File: src/rtl/ov7670_pixel_capture_pkg.sv
// Shared types and constants for the OV7670 pixel capture block.
package ov7670_cap_pkg;

  typedef enum logic [1:0] {
    ST_IDLE       = 2'd0,
    ST_WAIT_BLANK = 2'd1,
    ST_WAIT_FRAME = 2'd2,
    ST_ACTIVE     = 2'd3
  } cap_state_t;

  localparam int DEF_H_PIXELS = 320;
  localparam int DEF_V_LINES  = 240;
  localparam int RGB565_W     = 16;

endpackage

File: src/rtl/ov7670_pixel_capture_if.sv
// Frame-buffer write bus: one registered strobe with address and RGB565 data.
interface ov7670_pix_if #(
  parameter int ADDR_W = 17
);
  logic                                 pix_we;
  logic [ADDR_W-1:0]                    pix_addr;
  logic [ov7670_cap_pkg::RGB565_W-1:0]  pix_data;

  modport master (output pix_we, pix_addr, pix_data);
  modport slave  (input  pix_we, pix_addr, pix_data);
endinterface

File: src/rtl/ov7670_pixel_capture_cam_sig_sync.sv
// 2-FF synchronizer plus one delay stage; optional registered rise/fall strobes
// aligned with the delayed output.
module cam_sig_sync #(
  parameter int W     = 1,
  parameter bit EDGES = 1'b1
) (
  input  logic         clk,
  input  logic         reset,
  input  logic [W-1:0] i_d,
  output logic [W-1:0] o_q,
  output logic [W-1:0] o_rise,
  output logic [W-1:0] o_fall
);

  logic [W-1:0] r_s1;
  logic [W-1:0] r_s2;
  logic [W-1:0] r_s3;

  always_ff @(posedge clk) begin
    if (reset) begin
      r_s1 <= '0;
      r_s2 <= '0;
      r_s3 <= '0;
    end else begin
      r_s1 <= i_d;
      r_s2 <= r_s1;
      r_s3 <= r_s2;
    end
  end

  assign o_q = r_s3;

  // Strobes are registered so they line up with r_s3 carrying the new level.
  generate
    if (EDGES) begin : g_edge
      for (genvar gi = 0; gi < W; gi++) begin : g_bit
        logic r_rise;
        logic r_fall;
        always_ff @(posedge clk) begin
          if (reset) begin
            r_rise <= 1'b0;
            r_fall <= 1'b0;
          end else begin
            r_rise <= r_s2[gi] & ~r_s3[gi];
            r_fall <= ~r_s2[gi] & r_s3[gi];
          end
        end
        assign o_rise[gi] = r_rise;
        assign o_fall[gi] = r_fall;
      end
    end else begin : g_no_edge
      assign o_rise = '0;
      assign o_fall = '0;
    end
  endgenerate

endmodule

File: src/rtl/ov7670_pixel_capture.sv
// Aligns to full OV7670 frames after init and turns byte pairs into RGB565
// frame-buffer writes at address line_base + x.
module ov7670_pixel_capture
  import ov7670_cap_pkg::*;
#(
  parameter int H_PIXELS = DEF_H_PIXELS,
  parameter int V_LINES  = DEF_V_LINES,
  parameter int ADDR_W   = 17
) (
  input  logic             clk,
  input  logic             reset,
  input  logic             init_done,
  input  logic             cam_pclk,
  input  logic             cam_vsync,
  input  logic             cam_href,
  input  logic [7:0]       cam_data,
  ov7670_pix_if.master     pix,
  output logic             frame_start,
  output logic             frame_done,
  output logic             capturing,
  output logic             fmt_err
);

  localparam int XW = $clog2(H_PIXELS + 1);
  localparam int YW = $clog2(V_LINES + 2);
  localparam logic [XW-1:0]     X_LIM  = XW'(H_PIXELS);
  localparam logic [YW-1:0]     Y_LIM  = YW'(V_LINES);
  localparam logic [YW-1:0]     Y_SAT  = YW'(V_LINES + 1);
  localparam logic [ADDR_W-1:0] H_STEP = ADDR_W'(H_PIXELS);

  logic [2:0] w_ctl_q;
  logic [2:0] w_ctl_rise;
  logic [2:0] w_ctl_fall;
  logic [7:0] w_data;

  cam_sig_sync #(.W(3), .EDGES(1'b1)) u_ctl_sync (
    .clk    (clk),
    .reset  (reset),
    .i_d    ({cam_vsync, cam_href, cam_pclk}),
    .o_q    (w_ctl_q),
    .o_rise (w_ctl_rise),
    .o_fall (w_ctl_fall)
  );

  cam_sig_sync #(.W(8), .EDGES(1'b0)) u_data_sync (
    .clk    (clk),
    .reset  (reset),
    .i_d    (cam_data),
    .o_q    (w_data),
    .o_rise (),
    .o_fall ()
  );

  logic w_vsync, w_vs_rise, w_vs_fall, w_href, w_href_fall, w_pclk_rise;
  assign w_vsync     = w_ctl_q[2];
  assign w_vs_rise   = w_ctl_rise[2];
  assign w_vs_fall   = w_ctl_fall[2];
  assign w_href      = w_ctl_q[1];
  assign w_href_fall = w_ctl_fall[1];
  assign w_pclk_rise = w_ctl_rise[0];

  cap_state_t r_state, w_state_n;

  logic [XW-1:0]       r_x, w_x_n;
  logic [YW-1:0]       r_y, w_y_n;
  logic [ADDR_W-1:0]   r_base, w_base_n;
  logic                r_phase, w_phase_n;
  logic [7:0]          r_hi, w_hi_n;
  logic                r_pix_we, w_we_n;
  logic [ADDR_W-1:0]   r_pix_addr, w_addr_n;
  logic [RGB565_W-1:0] r_pix_data, w_data_n;
  logic                r_fmt_err, w_err_n;
  logic                r_frame_start, w_fs_n;
  logic                r_frame_done, w_fd_n;
  logic                w_close;
  logic                w_capturing;

  always_ff @(posedge clk) begin
    if (reset) r_state <= ST_IDLE;
    else       r_state <= w_state_n;
  end

  always_comb begin
    w_state_n = r_state;
    case (r_state)
      ST_IDLE:       if (init_done) w_state_n = ST_WAIT_BLANK;
      ST_WAIT_BLANK: if (w_vsync)   w_state_n = ST_WAIT_FRAME;
      ST_WAIT_FRAME: if (w_vs_fall) w_state_n = ST_ACTIVE;
      ST_ACTIVE:     if (w_vs_rise) w_state_n = ST_WAIT_FRAME;
      default:                      w_state_n = ST_IDLE;
    endcase
    if (!init_done) w_state_n = ST_IDLE;
  end

  always_comb begin
    w_capturing = (r_state == ST_ACTIVE);
  end

  // Byte, then line close, then frame-end check: later steps see earlier updates.
  always_comb begin
    w_x_n     = r_x;
    w_y_n     = r_y;
    w_base_n  = r_base;
    w_phase_n = r_phase;
    w_hi_n    = r_hi;
    w_we_n    = 1'b0;
    w_addr_n  = r_pix_addr;
    w_data_n  = r_pix_data;
    w_err_n   = r_fmt_err;
    w_fs_n    = 1'b0;
    w_fd_n    = 1'b0;
    w_close   = 1'b0;
    if (init_done && r_state == ST_WAIT_FRAME && w_vs_fall) begin
      w_x_n     = '0;
      w_y_n     = '0;
      w_base_n  = '0;
      w_phase_n = 1'b0;
      w_fs_n    = 1'b1;
    end
    if (init_done && r_state == ST_ACTIVE) begin
      if (w_pclk_rise && w_href) begin
        if (!r_phase) begin
          w_hi_n    = w_data;
          w_phase_n = 1'b1;
        end else begin
          w_phase_n = 1'b0;
          if (r_x < X_LIM && r_y < Y_LIM) begin
            w_we_n   = 1'b1;
            w_addr_n = r_base + ADDR_W'(r_x);
            w_data_n = {r_hi, w_data};
            w_x_n    = r_x + 1'b1;
          end else begin
            w_err_n = 1'b1;
          end
        end
      end
      w_close = w_href_fall | (w_vs_rise & w_href);
      if (w_close) begin
        if (w_phase_n) w_err_n = 1'b1;
        w_phase_n = 1'b0;
        w_x_n     = '0;
        if (r_y < Y_LIM)  w_base_n = r_base + H_STEP;
        if (r_y != Y_SAT) w_y_n    = r_y + 1'b1;
      end
      if (w_vs_rise) begin
        if (w_y_n == Y_LIM) w_fd_n  = 1'b1;
        else                w_err_n = 1'b1;
      end
    end
  end

  always_ff @(posedge clk) begin
    if (reset) begin
      r_x           <= '0;
      r_y           <= '0;
      r_base        <= '0;
      r_phase       <= 1'b0;
      r_hi          <= '0;
      r_pix_we      <= 1'b0;
      r_pix_addr    <= '0;
      r_pix_data    <= '0;
      r_fmt_err     <= 1'b0;
      r_frame_start <= 1'b0;
      r_frame_done  <= 1'b0;
    end else begin
      r_x           <= w_x_n;
      r_y           <= w_y_n;
      r_base        <= w_base_n;
      r_phase       <= w_phase_n;
      r_hi          <= w_hi_n;
      r_pix_we      <= w_we_n;
      r_pix_addr    <= w_addr_n;
      r_pix_data    <= w_data_n;
      r_fmt_err     <= w_err_n;
      r_frame_start <= w_fs_n;
      r_frame_done  <= w_fd_n;
    end
  end

  assign pix.pix_we   = r_pix_we;
  assign pix.pix_addr = r_pix_addr;
  assign pix.pix_data = r_pix_data;
  assign frame_start  = r_frame_start;
  assign frame_done   = r_frame_done;
  assign capturing    = w_capturing;
  assign fmt_err      = r_fmt_err;

endmodule

File: src/flat_wrapper.sv
// flat-port wrapper written by rule: the top's interface ports become plain ports
module ov7670_pixel_capture_flat import ov7670_cap_pkg::*;
#(
  parameter int H_PIXELS = DEF_H_PIXELS,
  parameter int V_LINES  = DEF_V_LINES,
  parameter int ADDR_W   = 17
)
  (clk, reset, init_done, cam_pclk, cam_vsync, cam_href, cam_data, frame_start, frame_done, capturing, fmt_err, pix_pix_we, pix_pix_addr, pix_pix_data);
  ov7670_pix_if #(.ADDR_W(ADDR_W)) pix_i ();
  input  logic clk;
  input  logic reset;
  input  logic init_done;
  input  logic cam_pclk;
  input  logic cam_vsync;
  input  logic cam_href;
  input  logic [7:0] cam_data;
  output logic frame_start;
  output logic frame_done;
  output logic capturing;
  output logic fmt_err;
  output wire logic [$bits(pix_i.pix_we)-1:0] pix_pix_we;
  output wire logic [$bits(pix_i.pix_addr)-1:0] pix_pix_addr;
  output wire logic [$bits(pix_i.pix_data)-1:0] pix_pix_data;
  assign pix_pix_we = pix_i.pix_we;
  assign pix_pix_addr = pix_i.pix_addr;
  assign pix_pix_data = pix_i.pix_data;
  ov7670_pixel_capture #(.H_PIXELS(H_PIXELS), .V_LINES(V_LINES), .ADDR_W(ADDR_W)) u_core (.clk(clk), .reset(reset), .init_done(init_done), .cam_pclk(cam_pclk), .cam_vsync(cam_vsync), .cam_href(cam_href), .cam_data(cam_data), .pix(pix_i), .frame_start(frame_start), .frame_done(frame_done), .capturing(capturing), .fmt_err(fmt_err));
endmodule
File: config.mk
export PLATFORM = sky130hd
export DESIGN_NAME = ov7670_pixel_capture_flat
export DESIGN_NICKNAME = d
export VERILOG_FILES = /design/src/rtl/ov7670_pixel_capture_pkg.sv /design/src/rtl/ov7670_pixel_capture_if.sv /design/src/rtl/ov7670_pixel_capture_cam_sig_sync.sv /design/src/rtl/ov7670_pixel_capture.sv /design/src/flat_wrapper.sv
export SDC_FILE = /design/constraint.sdc
export NUM_CORES = 1
export LEC_CHECK = 0
export BUFFER_PORTS_ARGS = -buffer_cell sky130_fd_sc_hd__buf_2
export CELL_PAD_IN_SITES_DETAIL_PLACEMENT = 0
export CELL_PAD_IN_SITES_GLOBAL_PLACEMENT = 2
export CORE_ASPECT_RATIO = 2
export CORE_MARGIN = 2
export CORE_UTILIZATION = 33
export DETAILED_ROUTE_END_ITERATION = 6
export GPL_ROUTABILITY_DRIVEN = 0
export GPL_TIMING_DRIVEN = 0
export PLACE_DENSITY = 0.78
export SETUP_SLACK_MARGIN = 0.5
export SKIP_CTS_REPAIR_TIMING = 1
export SYNTH_ARGS = -nofsm -noshare
export SYNTH_HDL_FRONTEND = slang
export SYNTH_HIERARCHICAL = 1
export SYNTH_SLANG_ARGS = --single-unit
File: constraint.sdc
create_clock -name clk -period 2.3 [get_ports clk]
set_clock_uncertainty 0.05 [all_clocks]
set_input_delay 0.46 -clock clk [delete_from_list [all_inputs] [get_ports clk]]
set_output_delay 0.46 -clock clk [all_outputs]
set_load 0.01 [all_outputs]
Word-level counts from Yosys, hierarchy flattened
Cells that the tools add are included.
Operators by class
  add/sub/neg operators: 4
  order comparisons: 2
  equal/unequal tests: 8
  multiplexer cells: 35
  bitwise gates (word level): 15
  reduce and logical (&&, ||, !) cells: 12
Operator list (count)
  $mux 17: 4
  $mux 9: 6
  $mux 8: 5
  $add 17x9->17: 1
  $add 17x9->17 const B: 1
  $mux 1: 16
  $add 9x1->9 const B: 1
  $lt 9x9->1 const B: 1
  $not 1->1: 9
  $add 8x1->8 const B: 1
  $eq 8x8->1 const B: 1
  $lt 8x8->1 const B: 1
  $ne 8x8->1 const B: 1
  $pmux 2 s4: 1
  $mux 2: 3
  $reduce_and 3->1: 2
  $and 1x1->1: 5
  $logic_and 1x1->1: 5
  $eq 2x2->1 const B: 2
  $ne 2x2->1 const B: 2
  $reduce_and 4->1: 1
  $reduce_or 4->1: 1
  $reduce_or 3->1: 1
  $eq 2x1->1 const B: 1
  other kinds (4): 4
Word-level totals
  register bits: 119
  bits of input ports: 14
  output and inout port bits: 38

Longest topological paths before layout
  depth after elaboration: 10
  mapped depth: 9
  mapped depth without buffers: 8

Cells and area by module
The synthesis kept the hierarchy.
Modules (own cells, without submodules)
  ov7670_pixel_capture: times used 1, cells an instance 482, area an instance 3962.6 um^2
  cam_sig_sync (u_core.u_data_sync): times used 1, cells an instance 67, area an instance 817.0 um^2
  cam_sig_sync (u_core.u_ctl_sync): times used 1, cells an instance 37, area an instance 493.0 um^2

Worst setup path after synthesis
No wires, ideal clock.
  kind: register to register
  start point: register u_core.r_y[0]
  end point: register u_core.r_frame_done, in the netlist u_core/frame_done
  arrival: 2.292 ns
  path slack: -0.129 ns
  cell stages (with the launch flop): 8
  path buffers: 0
  clock period less this slack: 2.429 ns
  cell sequence: dfxtp_1 > ha_1 > or3b_4 > or4_1 > nand3_1 > o211ai_1 > or4_1 > nor4b_2
On the way
  word-level cells in the longest chain between the ends: 6
RTL lines
  start: declaration: line ov7670_pixel_capture.sv:65  | logic [YW-1:0] r_y, w_y_n;
  start signal: assignment: line ov7670_pixel_capture.sv:167  | r_y <= w_y_n;
  $add 8x1->8 (tied with other cells): line ov7670_pixel_capture.sv:143  | if (r_y != Y_SAT) w_y_n = r_y + 1'b1;
  $mux 8: line ov7670_pixel_capture.sv:143
  $mux 8 *: line ov7670_pixel_capture.sv:138  | if (w_close) begin
  $mux 8 *: line ov7670_pixel_capture.sv:120  | if (init_done && r_state == ST_ACTIVE) begin
  $eq 8x8->1 *: line ov7670_pixel_capture.sv:146  | if (w_y_n == Y_LIM) w_fd_n = 1'b1;
  $mux 1 *: line ov7670_pixel_capture.sv:146
  end signal: assignment: line ov7670_pixel_capture.sv:176  | r_frame_done <= w_fd_n;
  end: declaration: line ov7670_pixel_capture.sv:74  | logic r_frame_done, w_fd_n;
Every way passes the cells marked *; elsewhere a longest branch is shown, timed or not. The select of a mux whose other input is x is not followed.
A chain may end at the register's enable or synchronous reset.

Worst setup path after layout
  start point: register u_core.r_y[1]
  end point: register u_core.r_frame_done, in the netlist u_core/frame_done
The elaborated chain is that of the path after synthesis.

==> results.txt <==
----------------------------------------------------
[Cells and area]
  Layout cells sized above 1 ... 0.346
  Area growth syn-to-layout ... 37.9%
  Top library cells by usage in the layout, fill and taps aside ... sky130_fd_sc_hd__dfxtp_1, sky130_fd_sc_hd__nand2_1, sky130_fd_sc_hd__buf_2, sky130_fd_sc_hd__nor2_1, sky130_fd_sc_hd__a21oi_1
  Most common cell after layout, fill and taps aside ... sky130_fd_sc_hd__dfxtp_1
  Post-route cell area ... 0.00699 mm²
  Layout net count ... roughly 700
  Diodes inserted ... 0

[Worst hold path]
  Class of the most critical hold timing path ... in -> reg

[STA]
  Final Hold Viols ... 0
  Maximum achievable frequency ... slightly above 400 MHz
  Slew headroom ... 0.449
  Pin slew with the least headroom to its limit ... a little over 0.8 ns
  Time the final worst path needs with I/O delays and setup ... between 2 and 2.5 ns
  Summed negative setup slack over all endpoints ... -0.308 ns
  Tcrit/Tclk final ... 1.08
  Number of slew-limit violations in the final report ... 0
  Setup slack of the critical path after layout ... -0.180 ns
  Finish-stage setup viols ... 4
  RSZ-0062 raised after global routing ... true

[Setup path]
  Arrival time of data at the critical path endpoint ... 2.76 ns
  Register-to-register path setup slack ... -0.18 ns
  Critical path peak fanout ... 5
  CP Class ... reg -> reg
  Worst path required time ... roughly 2.6 ns
  Critical Path Max Stage Delay ... 0.52 ns
  Type of element capturing the critical path ... flop
  Crit-path slowest cell ... sky130_fd_sc_hd__or4_4
  Kind of launch point of the worst setup path ... flop
  Ordered list of cells on the worst path ... inv_2 -> ha_4 -> or3b_4 -> or4_1 -> nand3_1 -> o211ai_1 -> or4_4 -> nor4b_4

[Detailed routing]
  Total number of vias ... approximately 4.3k
  Detailed-route wire length ... approximately 14000 µm
  First DRT Iteration DRCs ... about 150
  Antenna violation net count after detailed routing ... 0
  Drt pass-1 iters ... 4
  Per-cell via count in the routed design ... just under 5
  Detailed-route DRC error count ... 0
  Wirelength per Cell ... between 15 and 20 µm

[Floorplan]
  Area of the die ... 0.0164 mm²
  Horizontal extent of the die ... 91.6 µm
  Number of I/O pins ... 52
  Starting Density ... 0.335
  Number of cell rows ... 64
  Core outline area ... ~0.015 mm²
  Floorplan die height ... between 150 and 200 µm

[Outcome]
  Outcome ... complete, but fails checks
  Violations in the final reports ... negative setup slack

[GRT]
  Top Usage Layer GRT ... met2
  Combined global-route utilization of all metal layers ... 0.166
  Initial antenna violation count ... 0
  Number of global-route vias before repair ... about 4k
  Maximum number of pins on one net before global-route repair ... 17
  Met1 routing resource usage after global routing ... 0.206
  Global-route track usage on met2 ... 0.279
  Final global-route overflow total ... 0
  Met3 usage in global routing ... 0.0387
  First-pass GRT wire length ... roughly 21000 µm

[Clock tree]
  H-tree depth reported by CTS ... 4
  Register clock-pin slew on the reported worst setup and hold paths ... roughly 0.060 ns
  Clock latency on the worst-skew pair ... 0.42 ns
  Number of sinks driven by the clock tree ... roughly 120
  CTS max path bufs ... 2
  Clock tree from TritonCTS ... built
  Number of clock buffers inserted by TritonCTS ... 17
  Clock tree root driver cell ... sky130_fd_sc_hd__clkbuf_16

[Yosys]
  Cell area after technology mapping ... 0.00507 mm²
  Total nets after synthesis ... between 500 and 600
  Gate count of the mapped netlist ... 563
  Warnings, synthesis ... 6
  Syn_area_per_cell ... ~9 µm²

[Placed design]
  Final HPWL DP ... approximately 9000 µm
  Port bufs ... 51
  Placed Instance Area ... approximately 0.0056 mm²

[Power and ir drop]
  Pleak ... 2.69 nW
  Pwr per Cell Area ... 687 mW/mm²
  Max rail drop VDD ... around 0.52 mV

[Run]
  Maxcap violations ... 0

----------------------------------------------------
-- critical path, delay by kind of cell (launching register included) --
family	cells	cell delay, ns
simple gates	5	1.70
flops	1	0.36
compound gates	1	0.13
fa+ha+maj	1	0.10
buf+inv	1	0.06
-- layout make-up --
class                      count  area, µm²
fill                        1506       8140
multi-input combinational    404       2840
sequential                   119       2410
timing repair buffer          89        591
clock buffer                  19        433
buffer                        34        299
tap                          198        248
clock inverter                13        145
inverter                       6       22.5
-- final timing paths --
check	depth (start not counted)	startpoint	end
worst min-delay path	2	cam_vsync	u_core/u_ctl_sync/r_s1[2]
worst max-delay path	8	u_core/r_y[1]	u_core/frame_done
worst min register to register	1	u_core/u_ctl_sync/o_q[0]	u_core/u_ctl_sync/g_edge.g_bit[0].r_rise
worst max register to register	8	u_core/r_y[1]	u_core/frame_done
-- state kept, by name (all words and copies together), names as in the netlist, 2 cells and up --
name,cells
u_core/pix.pix_addr,17
u_core/pix.pix_data,16
u_core/r_base,17
u_core/r_hi,8
u_core/r_state,2
u_core/r_x,9
u_core/r_y,8
u_core/u_ctl_sync/g_edge.g_bit.r_fall,2
u_core/u_ctl_sync/g_edge.g_bit.r_rise,2
u_core/u_ctl_sync/o_q,3
u_core/u_ctl_sync/r_s1,3
u_core/u_ctl_sync/r_s2,3
u_core/u_data_sync/o_q,8
u_core/u_data_sync/r_s1,8
u_core/u_data_sync/r_s2,8
-- where the power goes --
part / total [mW] / switching, mW / leakage [nW] / internal, mW
logic: 0.110 / 0.0648 / 1.44 / 0.0455
registers: 2.09 / 0.00995 / 0.972 / 2.08
clock network: 2.61 / 1.00 / 0.275 / 1.60
total: 4.81 / 1.08 / 2.69 / 3.73
-- metal layers --
layer	vias to the layer above	share of wire	routed length, µm
met5	-	0	0
met2	75	0.50	6810
met1	2055	0.45	6080
met3	14	0.036	484
li1	2179	-	-
met4	0	0.015	199
-- metrics by stage --
stage	cells	hold slack [ns]	total power [mW]	util	worst slack [ns]
2_1_floorplan	563	0.340	2.20	-	0.0202
3_3_place_gp	812	0.345	2.24	0.373	-0.364
3_5_place_dp	812	0.345	2.24	0.373	-0.311
4_1_cts	844	0.185	4.86	0.411	-0.338
5_1_grt	882	0.198	4.96	0.462	-0.261
6_report	882	0.195	4.81	0.462	-0.180
(Power assumes the default switching activity.)
